[config.mk]
export PLATFORM = sky130hd
export DESIGN_NAME = pattern_uart_tx
export DESIGN_NICKNAME = d
export VERILOG_FILES = /design/src/rtl/pattern_uart_pkg.sv /design/src/rtl/pattern_uart_tx_byte.sv /design/src/rtl/pattern_uart_tx.sv
export SDC_FILE = /design/constraint.sdc
export NUM_CORES = 1
export LEC_CHECK = 0
export CAP_MARGIN = 5
export CORE_MARGIN = 1
export CORE_UTILIZATION = 61
export CTS_CLUSTER_DIAMETER = 100
export DETAILED_ROUTE_END_ITERATION = 8
export HOLD_SLACK_MARGIN = 0.05
export PLACE_DENSITY_LB_ADDON = 0.3
export SLEW_MARGIN = 0
export SYNTH_ARGS = -nofsm -noshare
export SYNTH_HDL_FRONTEND = slang
export SYNTH_SLANG_ARGS = --single-unit
[constraint.sdc]
create_clock -name clk -period 2.77 [get_ports clk]
set_input_delay 0.554 -clock clk [delete_from_list [all_inputs] [get_ports clk]]
set_output_delay 0.554 -clock clk [all_outputs]
set_load 0.05 [all_outputs]
[src/rtl/pattern_uart_pkg.sv]
// Shared types and helpers for the pattern-word UART logger.
package pattern_uart_pkg;

    typedef enum logic [1:0] {IDLE, CHAR, CR, LF} seq_state_t;
    typedef enum logic [1:0] {S_IDLE, S_START, S_DATA, S_STOP} ser_state_t;

    localparam logic [7:0] ASCII_CR = 8'h0D;
    localparam logic [7:0] ASCII_LF = 8'h0A;

    // Uppercase hex digit: 0-9 -> '0'..'9', 10-15 -> 'A'..'F'.
    function automatic logic [7:0] hex_ascii(input logic [3:0] nib);
        if (nib < 4'd10) return 8'h30 + {4'h0, nib};
        else             return 8'h37 + {4'h0, nib};
    endfunction

endpackage

[src/rtl/pattern_uart_tx_byte.sv]
// 8N1 byte serializer: start bit, 8 data bits LSB first, stop bit, idle high.
module uart_tx_byte
    import pattern_uart_pkg::*;
#(
    parameter int CLKS_PER_BIT = 217
) (
    input  logic       clk,
    input  logic       resetn,
    input  logic       start,
    input  logic [7:0] data,
    output logic       txd,
    output logic       done
);

    localparam int CNT_W = $clog2(CLKS_PER_BIT);
    localparam logic [CNT_W-1:0] CNT_MAX = CNT_W'(CLKS_PER_BIT - 1);

    ser_state_t     r_state;
    logic [CNT_W-1:0] r_cnt;
    logic [2:0]     r_idx;
    logic [7:0]     r_shift;
    logic           r_txd;
    logic [2:0]     w_idx_next;
    logic           w_bit_end;

    assign w_idx_next = r_idx + 3'd1;
    assign w_bit_end  = (r_cnt == '0);
    // NOTE: done is decoded from registered state so a chained start lands on
    // the same edge the stop bit ends, keeping back-to-back bytes gap-free.
    assign done       = (r_state == S_STOP) && w_bit_end;
    assign txd        = r_txd;

    always_ff @(posedge clk) begin
        if (!resetn) begin
            r_state <= S_IDLE;
            r_cnt   <= '0;
            r_idx   <= '0;
            r_shift <= '0;
            r_txd   <= 1'b1;
        end else begin
            case (r_state)
                S_IDLE: begin
                    if (start) begin
                        r_state <= S_START;
                        r_cnt   <= CNT_MAX;
                        r_idx   <= '0;
                        r_shift <= data;
                        r_txd   <= 1'b0;
                    end
                end
                S_START: begin
                    if (w_bit_end) begin
                        r_state <= S_DATA;
                        r_cnt   <= CNT_MAX;
                        r_txd   <= r_shift[0];
                    end else begin
                        r_cnt <= r_cnt - CNT_W'(1);
                    end
                end
                S_DATA: begin
                    if (w_bit_end) begin
                        r_cnt <= CNT_MAX;
                        r_idx <= w_idx_next;
                        if (r_idx == 3'd7) begin
                            r_state <= S_STOP;
                            r_txd   <= 1'b1;
                        end else begin
                            r_txd <= r_shift[w_idx_next];
                        end
                    end else begin
                        r_cnt <= r_cnt - CNT_W'(1);
                    end
                end
                S_STOP: begin
                    if (w_bit_end) begin
                        if (start) begin
                            r_state <= S_START;
                            r_cnt   <= CNT_MAX;
                            r_idx   <= '0;
                            r_shift <= data;
                            r_txd   <= 1'b0;
                        end else begin
                            r_state <= S_IDLE;
                        end
                    end else begin
                        r_cnt <= r_cnt - CNT_W'(1);
                    end
                end
                default: r_state <= S_IDLE;
            endcase
        end
    end

endmodule

[src/rtl/pattern_uart_tx.sv]
// Sends each accepted pattern word as one ASCII hex digit, plus CR LF after the
// last step of the sequence.
module pattern_uart_tx
    import pattern_uart_pkg::*;
#(
    parameter int PAT_W        = 3,
    parameter int CLKS_PER_BIT = 217
) (
    input  logic             clk,
    input  logic             resetn,
    input  logic             in_valid,
    output logic             in_ready,
    input  logic [PAT_W-1:0] in_data,
    input  logic             in_last,
    output logic             txd,
    output logic             busy
);

    seq_state_t r_seq;
    logic       r_last;
    logic       r_ready;
    logic       r_busy;
    logic       w_accept;
    logic       w_start;
    logic       w_done;
    logic [3:0] w_nib;
    logic [7:0] w_byte;

    assign w_accept = in_valid && r_ready;
    assign in_ready = r_ready;
    assign busy     = r_busy;

    always_comb begin
        w_nib              = '0;
        w_nib[PAT_W-1:0]   = in_data;
        w_start            = 1'b0;
        w_byte             = hex_ascii(w_nib);
        case (r_seq)
            IDLE: w_start = w_accept;
            CHAR: begin
                w_start = w_done && r_last;
                w_byte  = ASCII_CR;
            end
            CR: begin
                w_start = w_done;
                w_byte  = ASCII_LF;
            end
            default: w_start = 1'b0;
        endcase
    end

    always_ff @(posedge clk) begin
        if (!resetn) begin
            r_seq   <= IDLE;
            r_last  <= 1'b0;
            r_ready <= 1'b1;
            r_busy  <= 1'b0;
        end else begin
            case (r_seq)
                IDLE: begin
                    if (w_accept) begin
                        r_seq   <= CHAR;
                        r_last  <= in_last;
                        r_ready <= 1'b0;
                        r_busy  <= 1'b1;
                    end
                end
                CHAR: begin
                    if (w_done) begin
                        if (r_last) begin
                            r_seq <= CR;
                        end else begin
                            r_seq   <= IDLE;
                            r_ready <= 1'b1;
                            r_busy  <= 1'b0;
                        end
                    end
                end
                CR: begin
                    if (w_done) r_seq <= LF;
                end
                LF: begin
                    if (w_done) begin
                        r_seq   <= IDLE;
                        r_ready <= 1'b1;
                        r_busy  <= 1'b0;
                    end
                end
                default: r_seq <= IDLE;
            endcase
        end
    end

    uart_tx_byte #(
        .CLKS_PER_BIT(CLKS_PER_BIT)
    ) u_byte (
        .clk   (clk),
        .resetn(resetn),
        .start (w_start),
        .data  (w_byte),
        .txd   (txd),
        .done  (w_done)
    );

endmodule

==> impl_metrics.env <==
export IMPL_drv_slew=0
export IMPL_post_cts_setup_buffers=0
export IMPL_yosys_warnings=0
export IMPL_grt_max_degree=23
export IMPL_cts_sinks=24
export IMPL_post_cts_resized=0
export IMPL_area_sequential_um2=480
export IMPL_maxCapViolations=0
export IMPL_synth_edf_count=0
export IMPL_fin_crit_sh=0.839
export IMPL_synth_flop_cell="dfxtp_1"
export IMPL_min_period_ps=2320
export IMPL_grt_setup_unrepaired="no"
export IMPL_fin_skew_ps=18.3
export IMPL_grt_pass1_vias=1297
export IMPL_design_area_um2=1690
export IMPL_required_ps=2970
export IMPL_max_slew_margin_rel=0.670
export IMPL_multiInputGateArea_um2=963
export IMPL_dp_hpwl_um=2410
export IMPL_port_buffers=9
export IMPL_tightest_slew_ps=493
export IMPL_grt_antenna_before_repair=0
export IMPL_track_usage=0.268
export IMPL_hold_class="reg -> reg"
export IMPL_met1Wirelength_um=1490
export IMPL_num_antenna_cells=0
export IMPL_final_cell_mix="dfxtp_1 (24), nand2_1 (22), inv_1 (15)"
export IMPL_setup_tns_ps=0
export IMPL_viasPerCell=6.12
export IMPL_hold_viol_final=0
export IMPL_cts_path_max_buffers=2
export IMPL_die_height_um=52.2
export IMPL_leakage_nw=0.700
export IMPL_std_cell_rows=17
export IMPL_syn_to_final_growth_pct=9.78
export IMPL_fp_dieArea_um2=2720
export IMPL_drc=0
export IMPL_via_count=1303
export IMPL_synthCells=178
export IMPL_io_pins=10
export IMPL_power_total_mw=1.74
export IMPL_final_common_cell="dfxtp_1"
export IMPL_ctsRootBufferMaster="clkbuf_4"
export IMPL_wl_met3_um=78
export IMPL_htreeDepth=1
export IMPL_power_density_nw_per_um2=1030
export IMPL_fmax_ghz=0.430
export IMPL_finalSetupViolCount=0
export IMPL_ant_nets=0
export IMPL_cts_tree="done"
export IMPL_status="completed"
export IMPL_syn_area_um2=1540
export IMPL_route_met2_wl_um=1480
export IMPL_fin_util=0.734
export IMPL_grt_pass1_wl_um=5500
export IMPL_top_layer="met4"
export IMPL_place_gp_congestion=0.826
export IMPL_yosys_area_top_type="dfxtp_1"
export IMPL_async_flop_share=0
export IMPL_finalNetCount=207
export IMPL_routedWlPerCell_um=14.6
export IMPL_critPathKind="reg -> reg"
export IMPL_overflow=0
export IMPL_drt_total_wl_um=3120
export IMPL_synth_nets=199
export IMPL_drtIter0Drc=23
export IMPL_die_w_um=52.2
export IMPL_vdd_drop_max_uv=526
export IMPL_fillers=189
export IMPL_path_max_fanout=7
export IMPL_startpoint_type="flip-flop"
export IMPL_drtPass1Iterations=4
export IMPL_yosysTopAreaCellShare=0.313
export IMPL_crit_path_end_kind="flip-flop"
export IMPL_synth_cell_types=40
export IMPL_cp_arrival_ps=2520
export IMPL_synth_area_leaders="dfxtp_1 (31%), ha_1 (11%), nand2_1 (5.4%), mux2i_1 (5.2%), inv_1 (3.7%)"
export IMPL_clock_latency_ps=320
export IMPL_avgSynthCellArea_um2=8.62
export IMPL_core_area_um2=2300
export IMPL_ys_seq_area_frac=0.313
export IMPL_placed_area_um2=1630
export IMPL_path_clk_slew_ps=150
export IMPL_cts_hold_buf=0
export IMPL_drive_above_1_share=0.0757
export IMPL_start_util=0.668
export IMPL_cts_made_buffers=3
export IMPL_synth_seq_cells=24
==> Yosys cell counts, types with 2 or more instances <==
| master | n |
|---|---|
| nand2_1 | 22 |
| inv_1 | 15 |
| a21oi_1 | 5 |
| o21ai_0 | 10 |
| a211oi_1 | 5 |
| nor3_1 | 3 |
| a31oi_1 | 3 |
| o22ai_1 | 3 |
| nand3_1 | 10 |
| clkbuf_1 | 5 |
| o31ai_1 | 2 |
| nor2b_1 | 3 |
| dfxtp_1 | 24 |
| o221a_2 | 3 |
| mux2i_1 | 8 |
| nor2_1 | 11 |
| o211a_1 | 5 |
| nand4_1 | 3 |
| ha_1 | 14 |
| and2_1 | 3 |
| nand3b_1 | 2 |
==> cells by family after synthesis <==
| family | after synthesis | share of synthesized area |
|---|---|---|
| compound gates | 45 | 0.234 |
| fa+ha+maj | 14 | 0.114 |
| buf+inv | 22 | 0.0595 |
| flops | 24 | 0.313 |
| mux | 9 | 0.0668 |
| simple gates | 64 | 0.213 |
==> metal layers <==
layer	track usage	vias up
li1	-	659
met5	0	-
met2	0.472	24
met3	0.0263	9
met1	0.329	611
met4	0.110	0
==> metrics by stage <==
step           instances  hold WS (ps)  setup slack (ps)
2_1_floorplan        178           433               931
3_3_place_gp         209           461               665
3_5_place_dp         209           461               572
4_1_cts              213           481               517
5_1_grt              213           505               308
6_report             213           475               447
==> flip-flops by register name (all words and copies together) (netlist names), named ones only <==
| name | flops |
|---|---|
| r_last | 1 |
| u_byte.r_shift | 5 |
| u_byte.r_cnt | 8 |
| r_seq | 1 |
| busy | 1 |
| u_byte.r_idx | 3 |
| u_byte.txd | 1 |
| in_ready | 1 |
| u_byte.r_state | 2 |
==> where the power goes <==
group / leakage [nW] / switching [mW] / internal (mW)
Combinational: 0.475 / 0.565 / 0.385
Sequential: 0.197 / 0.0974 / 0.438
Clock: 0.0279 / 0.110 / 0.146
==> area by class of cell <==
cell class | instances | area share
multi-input combinational | 132 | 0.572
sequential | 24 | 0.285
timing repair buffer | 10 | 0.0579
inverter | 15 | 0.0334
tap | 28 | 0.0208
clock inverter | 1 | 0.0178
clock buffer | 3 | 0.0134
==> worst paths after layout <==
kind | from | endpoint | slack [ps] | depth (start not counted)
max | u_byte.r_cnt[0] | u_byte.r_idx[1] | 450 | 7
min | u_byte.r_shift[3] | u_byte.r_shift[3] | 470 | 2
max reg2reg | u_byte.r_cnt[0] | u_byte.r_idx[1] | 450 | 7
min reg2reg | u_byte.r_shift[3] | u_byte.r_shift[3] | 470 | 2
==> critical path, stage by stage, from the launching register on <==
cell      delay [ps]
dfxtp_1          370
inv_1             90
ha_1             170
nor3b_1          410
and3_1           400
a21oi_4          150
a211oi_1         450
o22ai_1          140
(Power assumes the default switching activity.)
